--- config.mk ---
export PLATFORM = sky130hd
export DESIGN_NAME = mem_access_stage
export DESIGN_NICKNAME = d
export VERILOG_FILES = /design/src/rtl/mem_access_stage_pkg.sv /design/src/rtl/mem_access_stage_load_ext.sv /design/src/rtl/mem_access_stage.sv
export SDC_FILE = /design/constraint.sdc
export NUM_CORES = 1
export LEC_CHECK = 0
export CAP_MARGIN = 20
export CORE_AREA = 3 3 147 149
export CTS_CLUSTER_DIAMETER = 60
export DETAILED_ROUTE_END_ITERATION = 8
export DIE_AREA = 0 0 150 152
export PLACE_DENSITY_LB_ADDON = 0.3
export SKIP_CTS_REPAIR_TIMING = 1
export SKIP_LAST_GASP = 1
export SLEW_MARGIN = 10
export SYNTH_ARGS = -nofsm -noshare
export SYNTH_HDL_FRONTEND = slang
export SYNTH_HIERARCHICAL = 1
export SYNTH_SLANG_ARGS = --single-unit
--- constraint.sdc ---
create_clock -name clk -period 4.53 [get_ports clk]
set_clock_uncertainty 0.15 [all_clocks]
set_input_delay 1.359 -clock clk [delete_from_list [all_inputs] [get_ports clk]]
set_output_delay 1.359 -clock clk [all_outputs]
set_load 0.05 [all_outputs]
--- src/rtl/mem_access_stage_pkg.sv ---
// Shared MIPS opcode/funct constants, access-kind enums and the MEM-stage decoder.
package mem_access_stage_pkg;

  localparam int T_NEW_W = 3;

  localparam logic [5:0] OP_SPECIAL = 6'h00;
  localparam logic [5:0] OP_JAL     = 6'h03;
  localparam logic [5:0] OP_LB      = 6'h20;
  localparam logic [5:0] OP_LH      = 6'h21;
  localparam logic [5:0] OP_LW      = 6'h23;
  localparam logic [5:0] OP_LBU     = 6'h24;
  localparam logic [5:0] OP_LHU     = 6'h25;
  localparam logic [5:0] OP_SB      = 6'h28;
  localparam logic [5:0] OP_SH      = 6'h29;
  localparam logic [5:0] OP_SW      = 6'h2b;
  localparam logic [5:0] FN_JALR    = 6'h09;

  typedef enum logic [2:0] {LD_NONE, LD_B, LD_BU, LD_H, LD_HU, LD_W} ld_kind_e;
  typedef enum logic [1:0] {ST_NONE, ST_B, ST_H, ST_W} st_kind_e;

  typedef struct packed {
    ld_kind_e ld;
    st_kind_e st;
    logic     link;
  } dec_t;

  function automatic dec_t decode(input logic [31:0] ins);
    dec_t d;
    d.ld   = LD_NONE;
    d.st   = ST_NONE;
    d.link = 1'b0;
    case (ins[31:26])
      OP_LB:      d.ld = LD_B;
      OP_LBU:     d.ld = LD_BU;
      OP_LH:      d.ld = LD_H;
      OP_LHU:     d.ld = LD_HU;
      OP_LW:      d.ld = LD_W;
      OP_SB:      d.st = ST_B;
      OP_SH:      d.st = ST_H;
      OP_SW:      d.st = ST_W;
      OP_JAL:     d.link = 1'b1;
      OP_SPECIAL: d.link = (ins[5:0] == FN_JALR);
      default:    ;
    endcase
    return d;
  endfunction

endpackage

--- src/rtl/mem_access_stage_load_ext.sv ---
// Picks the addressed byte/halfword lane out of the read word and sign/zero-extends it.
module mem_access_stage_load_ext
  import mem_access_stage_pkg::*;
(
  input  logic [1:0]  off,
  input  ld_kind_e    kind,
  input  logic [31:0] rdata,
  output logic [31:0] ext
);

  logic [7:0]  lane_b;
  logic [15:0] lane_h;

  always_comb begin
    lane_b = rdata[{off, 3'b000} +: 8];
    lane_h = off[1] ? rdata[31:16] : rdata[15:0];
    ext    = '0;
    case (kind)
      LD_B:    ext = {{24{lane_b[7]}}, lane_b};
      LD_BU:   ext = {24'h0, lane_b};
      LD_H:    ext = {{16{lane_h[15]}}, lane_h};
      LD_HU:   ext = {16'h0, lane_h};
      LD_W:    ext = rdata;
      default: ext = '0;
    endcase
  end

endmodule

--- src/rtl/mem_access_stage.sv ---
// MEM stage: drives the data-memory port, extends loads, forwards the M value and
// registers the M->W bundle (1-cycle latency, clr loads a bubble).
module mem_access_stage
  import mem_access_stage_pkg::*;
#(
  parameter logic [31:0] LINK_OFF = 32'd8,
  parameter int          ADDR_W   = 32
) (
  input  logic               clk,
  input  logic               reset,
  input  logic               clr,
  input  logic [31:0]        M_Ins,
  input  logic [4:0]         M_TargetReg,
  input  logic [T_NEW_W-1:0] M_T_new,
  input  logic [31:0]        M_ALUAns,
  input  logic [31:0]        M_WriteData,
  input  logic [31:0]        M_PCAddr,
  output logic [ADDR_W-1:0]  DM_Addr,
  output logic [31:0]        DM_WData,
  output logic [3:0]         DM_ByteEn,
  input  logic [31:0]        DM_RData,
  output logic [31:0]        M_FwdData,
  output logic [31:0]        W_Ins,
  output logic [4:0]         W_TargetReg,
  output logic [T_NEW_W-1:0] W_T_new,
  output logic [31:0]        W_RegData,
  output logic [31:0]        W_PCAddr,
  output logic               W_AddrErr
);

  dec_t        dec;
  logic [1:0]  off;
  logic        misalign;
  logic [31:0] load_val;
  logic [31:0] wb_val;

  assign dec = decode(M_Ins);
  assign off = M_ALUAns[1:0];

  always_comb begin
    misalign = 1'b0;
    if (dec.ld == LD_W || dec.st == ST_W)
      misalign = (off != 2'b00);
    else if (dec.ld == LD_H || dec.ld == LD_HU || dec.st == ST_H)
      misalign = off[0];
  end

  // Store data is replicated across lanes so the byte enables alone pick the target.
  always_comb begin
    DM_ByteEn = 4'b0000;
    DM_WData  = M_WriteData;
    case (dec.st)
      ST_W: DM_ByteEn = 4'b1111;
      ST_H: begin
        DM_ByteEn = 4'b0011 << off;
        DM_WData  = {2{M_WriteData[15:0]}};
      end
      ST_B: begin
        DM_ByteEn = 4'b0001 << off;
        DM_WData  = {4{M_WriteData[7:0]}};
      end
      default: ;
    endcase
    if (misalign)
      DM_ByteEn = 4'b0000;
  end

  assign DM_Addr   = {M_ALUAns[ADDR_W-1:2], 2'b00};
  assign M_FwdData = dec.link ? (M_PCAddr + LINK_OFF) : M_ALUAns;

  mem_access_stage_load_ext u_load_ext (
    .off   (off),
    .kind  (dec.ld),
    .rdata (DM_RData),
    .ext   (load_val)
  );

  assign wb_val = (dec.ld == LD_NONE) ? M_FwdData : (misalign ? 32'h0 : load_val);

  always_ff @(posedge clk or negedge reset) begin
    if (!reset) begin
      W_Ins       <= '0;
      W_TargetReg <= '0;
      W_T_new     <= '0;
      W_RegData   <= '0;
      W_PCAddr    <= '0;
      W_AddrErr   <= 1'b0;
    end else if (clr) begin
      W_Ins       <= '0;
      W_TargetReg <= '0;
      W_T_new     <= '0;
      W_RegData   <= '0;
      W_PCAddr    <= M_PCAddr;
      W_AddrErr   <= 1'b0;
    end else begin
      W_Ins       <= M_Ins;
      W_TargetReg <= M_TargetReg;
      W_T_new     <= (M_T_new != '0) ? M_T_new - 1'b1 : '0;
      W_RegData   <= wb_val;
      W_PCAddr    <= M_PCAddr;
      W_AddrErr   <= misalign;
    end
  end

endmodule

==> run_results.csv, run 1 <==
group,metric,value,unit
run_status,run_status,"finished, violations left",
run_status,violations,"setup timing",
cells_and_area,design.final.nets,1308,
drt,firstDrtPassIters,5,
die,die_outline_area,22800,um^2
synthesis,synth_edf_count,0,
global_route,grt-ovfl-total,0,
synthesis,synthesis.yosys.warnings,6,
global_route,grt_pass1_vias,6817,
clock_network,clkTransAtPathRegs,80,ps
clock_network,cts-root-to-sink-buffers,2,
critical_path,timing.critical_path.cells,"buf_8, nand4_4, or4_4, or4_4, a31oi_4, buf_6",
synthesis,cell_types_occupying_the_most_area_after_synthesis,"dfrtp_1 42%, nor2b_1 5.6%, buf_4 5.4%, a22o_1 4.9%, a21oi_1 3.9%",
pwr,pwr_per_cell_area,233,nW/um^2
place,placed_cell_area,11800,um^2
timing,final_critical_path_setup_slack,-221,ps
cells_and_area,fill_cells,1654,
synthesis,yosys.area.top_type,"dfrtp_1",
global_route,antenna_found_initial,0,
synthesis,ys.flop_type,"dfrtp_1",
clock_network,tritoncts,"done",
die,floorplan.rows,52,
place,io_buffers,373,
drt,ant_nets_after_route,0,
pwr,irDropWorstVdd,0.194,mV
critical_path,timing.critical_path.arrival,3240,ps
clock_network,cell_chosen_for_the_clock_root,"clkbuf_16",
critical_path,most_frequent_cell_on_critical_path,"or4_4",
critical_path,required,3020,ps
timing,max_freq,0.210,GHz
job,maxCapViolCount,0,
synthesis,async_reset_ff_share,100,%
clock_network,h-tree-depth,3,
global_route,pin_count_of_the_biggest_net_entering_global_routing,55,
timing,post_route_fraction_of_the_period_consumed_by_the_critical_path,105,%
place,gp_routability_congestion,0.885,
timing,final_max_slew_viol_count,0,
drt,via_count,7055,
synthesis,synth.lib_cells_used.distinct,65,
cells_and_area,drive_above_1_share,35.8,%
synthesis,sequential_element_share_of_the_synthesized_area,41.8,%
synthesis,synth.cell_area,6280,um^2
global_route,groute.usage.overall,23.5,%
die,floorplan.die.width,150,um
cells_and_area,diodes,0,
global_route,grt_first_pass_wirelength,41400,um
timing,slew-limit-headroom,50.0,%
hold_path,worstHoldPathType,"input port to async pin",
critical_path,timing.critical_path.fanout_max,7,
drt,wl_per_cell,20.7,um
timing,worstMarginPinSlew,751,ps
timing,layout_min_cycle_time,4750,ps
drt,drcViolationCount,0,
place,hpwlAfterDp,22800,um
cells_and_area,post-route-cell-area,12800,um^2
timing,setup_viol,28,
synthesis,syn_area_per_cell,9.26,um^2
cells_and_area,mostFrequentLayoutCells,"242 x clkdlybuf4s50_1, 171 x buf_4, 105 x dfrtp_1, 54 x nand2_1, 54 x nor2b_1",
synthesis,top_area_cell_type_share_of_the_netlist_area,41.8,%
critical_path,crit_path_slowest_cell,"or4_4",
synthesis,synth-seq-cells,105,
die,number_of_ports_placed_on_the_die_boundary,376,
cells_and_area,area_delta_synth_final,104,%
critical_path,cp_slowest_stage_delay,650,ps
synthesis,syn-instance-count,678,
critical_path,critPathCaptureType,"primary output",
drt,detail_route.vias_per_cell,5.02,
clock_network,cts_num_sinks,105,
die,die_h,152,um
cells_and_area,final_core_utilization,63.1,%
die,core-area,20300,um^2
timing,hold_violations,0,
drt,detailedRoute.firstIterationViolations,374,
clock_network,numCtsBuffers,9,
drt,postRouteWirelength,29100,um
critical_path,timing.critical_path.from_type,"input port",
critical_path,setup.worst_path.class,"input port to primary output",
pwr,total_leakage_power,5.66,nW
timing,rsz0062_at_grt,"true",
die,initial_cell_density_of_the_core,30.9,%
cells_and_area,layout_commonest_cell,"clkdlybuf4s50_1",
-- where the power goes --
part           switching (mW)  leakage (nW)  internal [mW]
clock network           0.407         0.146          0.394
logic                   0.677          4.20          0.504
registers              0.0137          1.32          0.985
total                    1.10          5.66           1.88
-- area by class of cell --
type | instances | area, um^2 | share of cell area [%]
clock buffers | 9 | 225 | 1.76
flip-flops and latches | 105 | 2630 | 20.5
inverters | 12 | 45.0 | 0.352
multi-input cells | 473 | 3970 | 31.0
well taps | 270 | 338 | 2.64
repair buffers | 529 | 5520 | 43.1
clock inverters | 7 | 80.1 | 0.625
-- metal layers --
metal / routed length (um) / GRT usage [%] / share of wire, % / vias to the layer above
li1: - / - / - / 3309
met1: 11200 / 28.4 / 39 / 3384
met2: 14800 / 41.5 / 51 / 320
met3: 2430 / 6.20 / 8.4 / 42
met4: 651 / 5.75 / 2.2 / 0
met5: 0 / 0 / 0 / -
-- cell usage after synthesis, types with 3 or more instances --
| cell | n |
|---|---|
| o21a_1 | 3 |
| nand3_1 | 12 |
| a22o_1 | 35 |
| a21oi_1 | 49 |
| buf_4 | 45 |
| a22oi_1 | 10 |
| a31oi_1 | 12 |
| clkbuf_1 | 32 |
| o31ai_1 | 9 |
| o221ai_1 | 8 |
| and3_1 | 4 |
| o21ai_0 | 29 |
| mux2_2 | 9 |
| and2_1 | 14 |
| o21ai_1 | 18 |
| ha_1 | 7 |
| xnor2_1 | 14 |
| nand2_1 | 58 |
| inv_1 | 12 |
| mux2i_1 | 12 |
| nor3_1 | 7 |
| or4_1 | 8 |
| nor2_1 | 26 |
| or3_1 | 7 |
| nand4_1 | 5 |
| dfrtp_1 | 105 |
| nand2b_1 | 9 |
| nor2b_1 | 56 |
| a221o_1 | 6 |
| buf_2 | 9 |
| a32oi_1 | 4 |
-- flip-flops by register name, indices dropped and copies added (netlist names) --
name / count
W_AddrErr: 1
W_Ins: 32
W_PCAddr: 32
W_RegData: 32
W_T_new: 3
W_TargetReg: 5
-- critical path: cells and delay by family --
kind            cells  cell delay (ps)
compound gates      1              220
simple gates        3             1390
buf+inv             2              270
-- logic make-up (layout without fill, tap and decap cells) --
logic type / count (synthesis) / in the layout / synth area share (%)
simple gates: 227 / 228 / 20.0
mux: 22 / 22 / 3.88
fa+ha+maj: 7 / 7 / 1.39
buf+inv: 102 / 557 / 9.26
other cells: 1 / 2 / 0.0597
xor+xnor: 16 / 16 / 2.23
compound gates: 198 / 198 / 21.3
flops: 105 / 105 / 41.8
-- final timing paths --
check	start	to	depth (start not counted)
max	M_PCAddr[7]	M_FwdData[26]	6
min	reset	W_PCAddr[25]	1
max in group asynchronous	reset	W_Ins[0]	2
min in group clk	M_PCAddr[4]	W_PCAddr[4]	1
-- metrics by stage --
stage | TNS [ps] | power [mW] | setup WS, ps | hold WS [ps] | instances
global route | -3350 | 3.10 | -241 | 953 | 1405
CTS | -31460 | 2.97 | -803 | 927 | 1386
floorplan | -917 | 1.61 | -112 | 913 | 679
global placement | -28630 | 2.16 | -714 | 1310 | 1370
detailed placement | -30820 | 2.16 | -795 | 1320 | 1370
finish | -2010 | 2.98 | -221 | 909 | 1405
No activity file was read; power rests on OpenSTA's default activity.
==> inputs of run 2 (changes only) <==
==> constraint.sdc (replaced) <==
create_clock -name clk -period 3.8 [get_ports clk]
set_clock_uncertainty 0.15 [all_clocks]
set_input_delay 1.14 -clock clk [delete_from_list [all_inputs] [get_ports clk]]
set_output_delay 1.14 -clock clk [all_outputs]
set_load 0.05 [all_outputs]
==> run_results.csv, run 2 (synthesis results as in run 1) <==
group,metric,value,unit
cells_and_area,drive_above_1_share,42.5,%
cells_and_area,layout_commonest_cell,"clkdlybuf4s50_1",
critical_path,required,2510,ps
die,floorplan.die.width,150,um
place,io_buffers,373,
cells_and_area,design.final.nets,1363,
global_route,grt_pass1_vias,7329,
drt,drcViolationCount,0,
global_route,grt-ovfl-total,0,
timing,worstMarginPinSlew,893,ps
drt,via_count,7428,
die,initial_cell_density_of_the_core,30.9,%
clock_network,clkTransAtPathRegs,80,ps
critical_path,timing.critical_path.arrival,2980,ps
timing,setup_viol,60,
drt,ant_nets_after_route,0,
clock_network,cts_num_sinks,105,
job,maxCapViolCount,0,
clock_network,tritoncts,"done",
clock_network,numCtsBuffers,9,
cells_and_area,mostFrequentLayoutCells,"238 x clkdlybuf4s50_1, 167 x buf_4, 105 x dfrtp_1, 92 x buf_12, 54 x nor2b_1",
global_route,groute.usage.overall,24.8,%
drt,detailedRoute.firstIterationViolations,348,
timing,hold_violations,0,
timing,rsz0062_at_grt,"true",
timing,final_max_slew_viol_count,0,
clock_network,h-tree-depth,3,
timing,slew-limit-headroom,40.3,%
die,core-area,20300,um^2
cells_and_area,area_delta_synth_final,124,%
clock_network,cell_chosen_for_the_clock_root,"clkbuf_16",
drt,detail_route.vias_per_cell,5.09,
place,hpwlAfterDp,23800,um
drt,wl_per_cell,21.7,um
place,gp_routability_congestion,0.884,
global_route,pin_count_of_the_biggest_net_entering_global_routing,42,
critical_path,setup.worst_path.class,"input port to primary output",
die,number_of_ports_placed_on_the_die_boundary,376,
hold_path,worstHoldPathType,"input port to async pin",
critical_path,timing.critical_path.from_type,"input port",
global_route,grt_first_pass_wirelength,43500,um
timing,post_route_fraction_of_the_period_consumed_by_the_critical_path,112,%
cells_and_area,top_regs,"W_Ins: 32 flops, W_PCAddr: 32 flops, W_RegData: 32 flops",
drt,firstDrtPassIters,5,
timing,layout_min_cycle_time,4270,ps
die,die_outline_area,22800,um^2
run_status,run_status,"finished, violations left",
pwr,total_power,3.84,mW
cells_and_area,diodes,0,
die,floorplan.rows,52,
pwr,total_leakage_power,6.20,nW
critical_path,critPathCaptureType,"primary output",
die,die_h,152,um
place,post_place_setup_slack,-1010,ps
global_route,antenna_found_initial,1,
drt,postRouteWirelength,31700,um
timing,final_critical_path_setup_slack,-474,ps
run_status,violations,"setup timing",
clock_network,cts-root-to-sink-buffers,2,
pwr,pwr_per_cell_area,272,nW/um^2
critical_path,timing.critical_path.fanout_max,5,
timing,max_freq,0.234,GHz
pwr,irDropWorstVdd,0.217,mV
-- run 2: per-layer routing --
layer  GRT usage (%)  up-vias  share of wire, %
met2            43.6      365                51
met4            7.67        2               2.7
met1            28.6     3598                38
li1                -     3417                 -
met3            7.60       46               8.2
met5               0        -             0.035
-- run 2: report_power, final --
part	internal, mW	switching [mW]
logic	0.701	0.848
clock network	0.599	0.499
registers	1.17	0.0170
-- run 2: per-stage QoR --
stage	hold WS, ps	cells	setup TNS [ps]	instance area, um^2	util, %
2_1_floorplan	694	679	-8990	7180	-
5_1_grt	625	1460	-18300	14100	69.4
3_3_place_gp	999	1389	-47230	12600	62.2
6_report	597	1460	-15660	14100	69.4
3_5_place_dp	998	1389	-50200	12600	62.2
4_1_cts	600	1405	-47000	13000	63.8
-- run 2: area by class of cell --
| cell class | instances | area, um^2 |
|---|---|---|
| well taps | 270 | 338 |
| clock buffers | 9 | 225 |
| flip-flops and latches | 105 | 2630 |
| clock inverters | 7 | 116 |
| fillers | 1477 | 6200 |
| multi-input cells | 474 | 4220 |
| repair buffers | 583 | 6520 |
| inverters | 12 | 47.5 |
-- run 2: final timing paths --
kind | start | to | cells after the start
min in group clk | M_PCAddr[9] | W_PCAddr[9] | 1
max | M_PCAddr[3] | M_FwdData[23] | 9
min | reset | W_PCAddr[31] | 1
max in group asynchronous | reset | W_Ins[11] | 2
-- run 2: worst max-delay path: stages --
cell and delay (ps):
buf_6 70, buf_6 110, ha_4 160, nand2_4 60, or3_4 410, buf_6 140
or4_4 510, a31oi_4 210, buf_12 160
==> inputs of run 3 (changes only) <==
--- a/config.mk
+++ b/config.mk
@@ -6,10 +6,10 @@
 export NUM_CORES = 1
 export LEC_CHECK = 0
 export CAP_MARGIN = 20
-export CORE_AREA = 3 3 147 149
+export CORE_AREA = 5 5 144 146
 export CTS_CLUSTER_DIAMETER = 60
 export DETAILED_ROUTE_END_ITERATION = 8
-export DIE_AREA = 0 0 150 152
+export DIE_AREA = 0 0 149 151
 export PLACE_DENSITY_LB_ADDON = 0.3
 export SKIP_CTS_REPAIR_TIMING = 1
 export SKIP_LAST_GASP = 1
@@ -18,3 +18,4 @@
 export SYNTH_HDL_FRONTEND = slang
 export SYNTH_HIERARCHICAL = 1
 export SYNTH_SLANG_ARGS = --single-unit
+export TNS_END_PERCENT = 100
==> run_results.csv, run 3 (synthesis results as in run 1) <==
group,metric,value,unit
run_status,run_status,"finished, violations left",
run_status,violations,"setup timing",
drt,postRouteWirelength,31200,um
pwr,total_leakage_power,6.12,nW
cells_and_area,fill_cells,1343,
cells_and_area,post-route-cell-area,13900,um^2
cells_and_area,layout.cells.non_filler,1452,
place,io_buffers,373,
critical_path,timing.critical_path.cells,"buf_6, nand4_1, or4_4, o41ai_1, buf_4, a31oi_4, buf_6",
place,placedCellCount,1399,
die,number_of_ports_placed_on_the_die_boundary,376,
cells_and_area,layout_commonest_cell,"clkdlybuf4s50_1",
clock_network,tritoncts,"done",
timing,setup_viol,58,
global_route,groute.usage.overall,24.9,%
place,hpwlAfterDp,24100,um
job,maxCapViolCount,0,
cells_and_area,mostFrequentLayoutCells,"238 x clkdlybuf4s50_1, 176 x buf_4, 105 x dfrtp_1, 90 x buf_12, 54 x nor2b_1",
critical_path,required,2510,ps
cells_and_area,diodes,0,
clock_network,cell_chosen_for_the_clock_root,"clkbuf_16",
critical_path,timing.critical_path.from_type,"input port",
clock_network,cts_num_sinks,105,
place,post_place_setup_slack,-984,ps
timing,final_max_slew_viol_count,0,
drt,detail_route.vias_per_cell,5.10,
drt,firstDrtPassIters,5,
timing,max_freq,0.233,GHz
die,core-area,19300,um^2
cells_and_area,design.final.nets,1360,
critical_path,critPathCaptureType,"primary output",
timing,slew-limit-headroom,38.9,%
drt,detailedRoute.firstIterationViolations,354,
pwr,pwr_per_cell_area,269,nW/um^2
global_route,pin_count_of_the_biggest_net_entering_global_routing,62,
die,floorplan.die.width,149,um
timing,layout_min_cycle_time,4290,ps
critical_path,cp_slowest_stage_delay,550,ps
global_route,grt_first_pass_wirelength,43200,um
timing,setup_tns,-12700,ps
die,initial_cell_density_of_the_core,32.6,%
pwr,total_power,3.74,mW
drt,via_count,7404,
clock_network,cts-root-to-sink-buffers,2,
die,die_h,151,um
clock_network,clkTransAtPathRegs,80,ps
drt,wl_per_cell,21.5,um
place,gp_routability_congestion,0.916,
die,floorplan.rows,51,
hold_path,worstHoldPathType,"input port to async pin",
cells_and_area,area_delta_synth_final,121,%
timing,rsz0062_at_grt,"true",
critical_path,timing.critical_path.arrival,3000,ps
timing,worstMarginPinSlew,916,ps
cells_and_area,drive_above_1_share,41.8,%
critical_path,most_frequent_cell_on_critical_path,"buf_6",
drt,drcViolationCount,0,
global_route,grt_pass1_vias,7344,
clock_network,numCtsBuffers,9,
clock_network,h-tree-depth,3,
timing,post_route_fraction_of_the_period_consumed_by_the_critical_path,113,%
place,placed_cell_area,12700,um^2
critical_path,crit_path_slowest_cell,"or4_4",
critical_path,setup.worst_path.class,"input port to primary output",
critical_path,timing.critical_path.fanout_max,6,
cells_and_area,top_regs,"W_Ins: 32 flops, W_PCAddr: 32 flops, W_RegData: 32 flops",
timing,final_critical_path_setup_slack,-492,ps
global_route,antenna_found_initial,0,
drt,ant_nets_after_route,0,
die,die_outline_area,22500,um^2
timing,hold_violations,0,
global_route,grt-ovfl-total,0,
pwr,irDropWorstVdd,0.218,mV
-- run 3: where the power goes --
part | total [mW] | internal, mW | switching (mW)
combinational | 1.54 | 0.692 | 0.847
sequential | 1.19 | 1.17 | 0.0166
clock | 1.01 | 0.531 | 0.480
total | 3.74 | 2.40 | 1.34
-- run 3: routing by layer --
metal	track usage (%)	share of wire [%]	vias to the layer above
li1	-	-	3409
met1	28.5	37	3584
met2	44.9	52	365
met3	7.72	9.0	46
met4	7.32	2.4	0
met5	0	0	-
-- run 3: worst paths after layout --
| path | start | to | slack [ps] | cells after the start |
|---|---|---|---|---|
| worst max-delay path | M_PCAddr[19] | M_FwdData[27] | -490 | 7 |
| worst min-delay path | reset | W_Ins[12] | 630 | 1 |
| max in group asynchronous | reset | W_RegData[10] | 2110 | 2 |
| min in group clk | M_PCAddr[23] | W_PCAddr[23] | 810 | 1 |
-- run 3: stage by stage --
step           utilization, %  hold slack [ps]
6_report                 72.1              628
5_1_grt                  72.1              658
4_1_cts                  67.6              635
3_5_place_dp             66.0             1020
3_3_place_gp             66.0             1020
2_1_floorplan               -              694
-- run 3: critical path: cells and delay by family --
family / cells / cell delay, ps
AO/OA/AOI/OAI: 2 / 630
buffers and inverters: 3 / 440
AND/OR/NAND/NOR: 2 / 800
-- run 3: final cells by class --
cell class                      count  area [um^2]  share of cell area, %
Timing Repair Buffer              579         6400                   46.0
Multi-Input combinational cell    475         4180                   30.0
Sequential cell                   105         2630                   18.9
Tap cell                          265          332                   2.38
Clock buffer                        9          225                   1.62
Clock inverter                      7         96.3                  0.693
Inverter                           12         47.5                  0.342
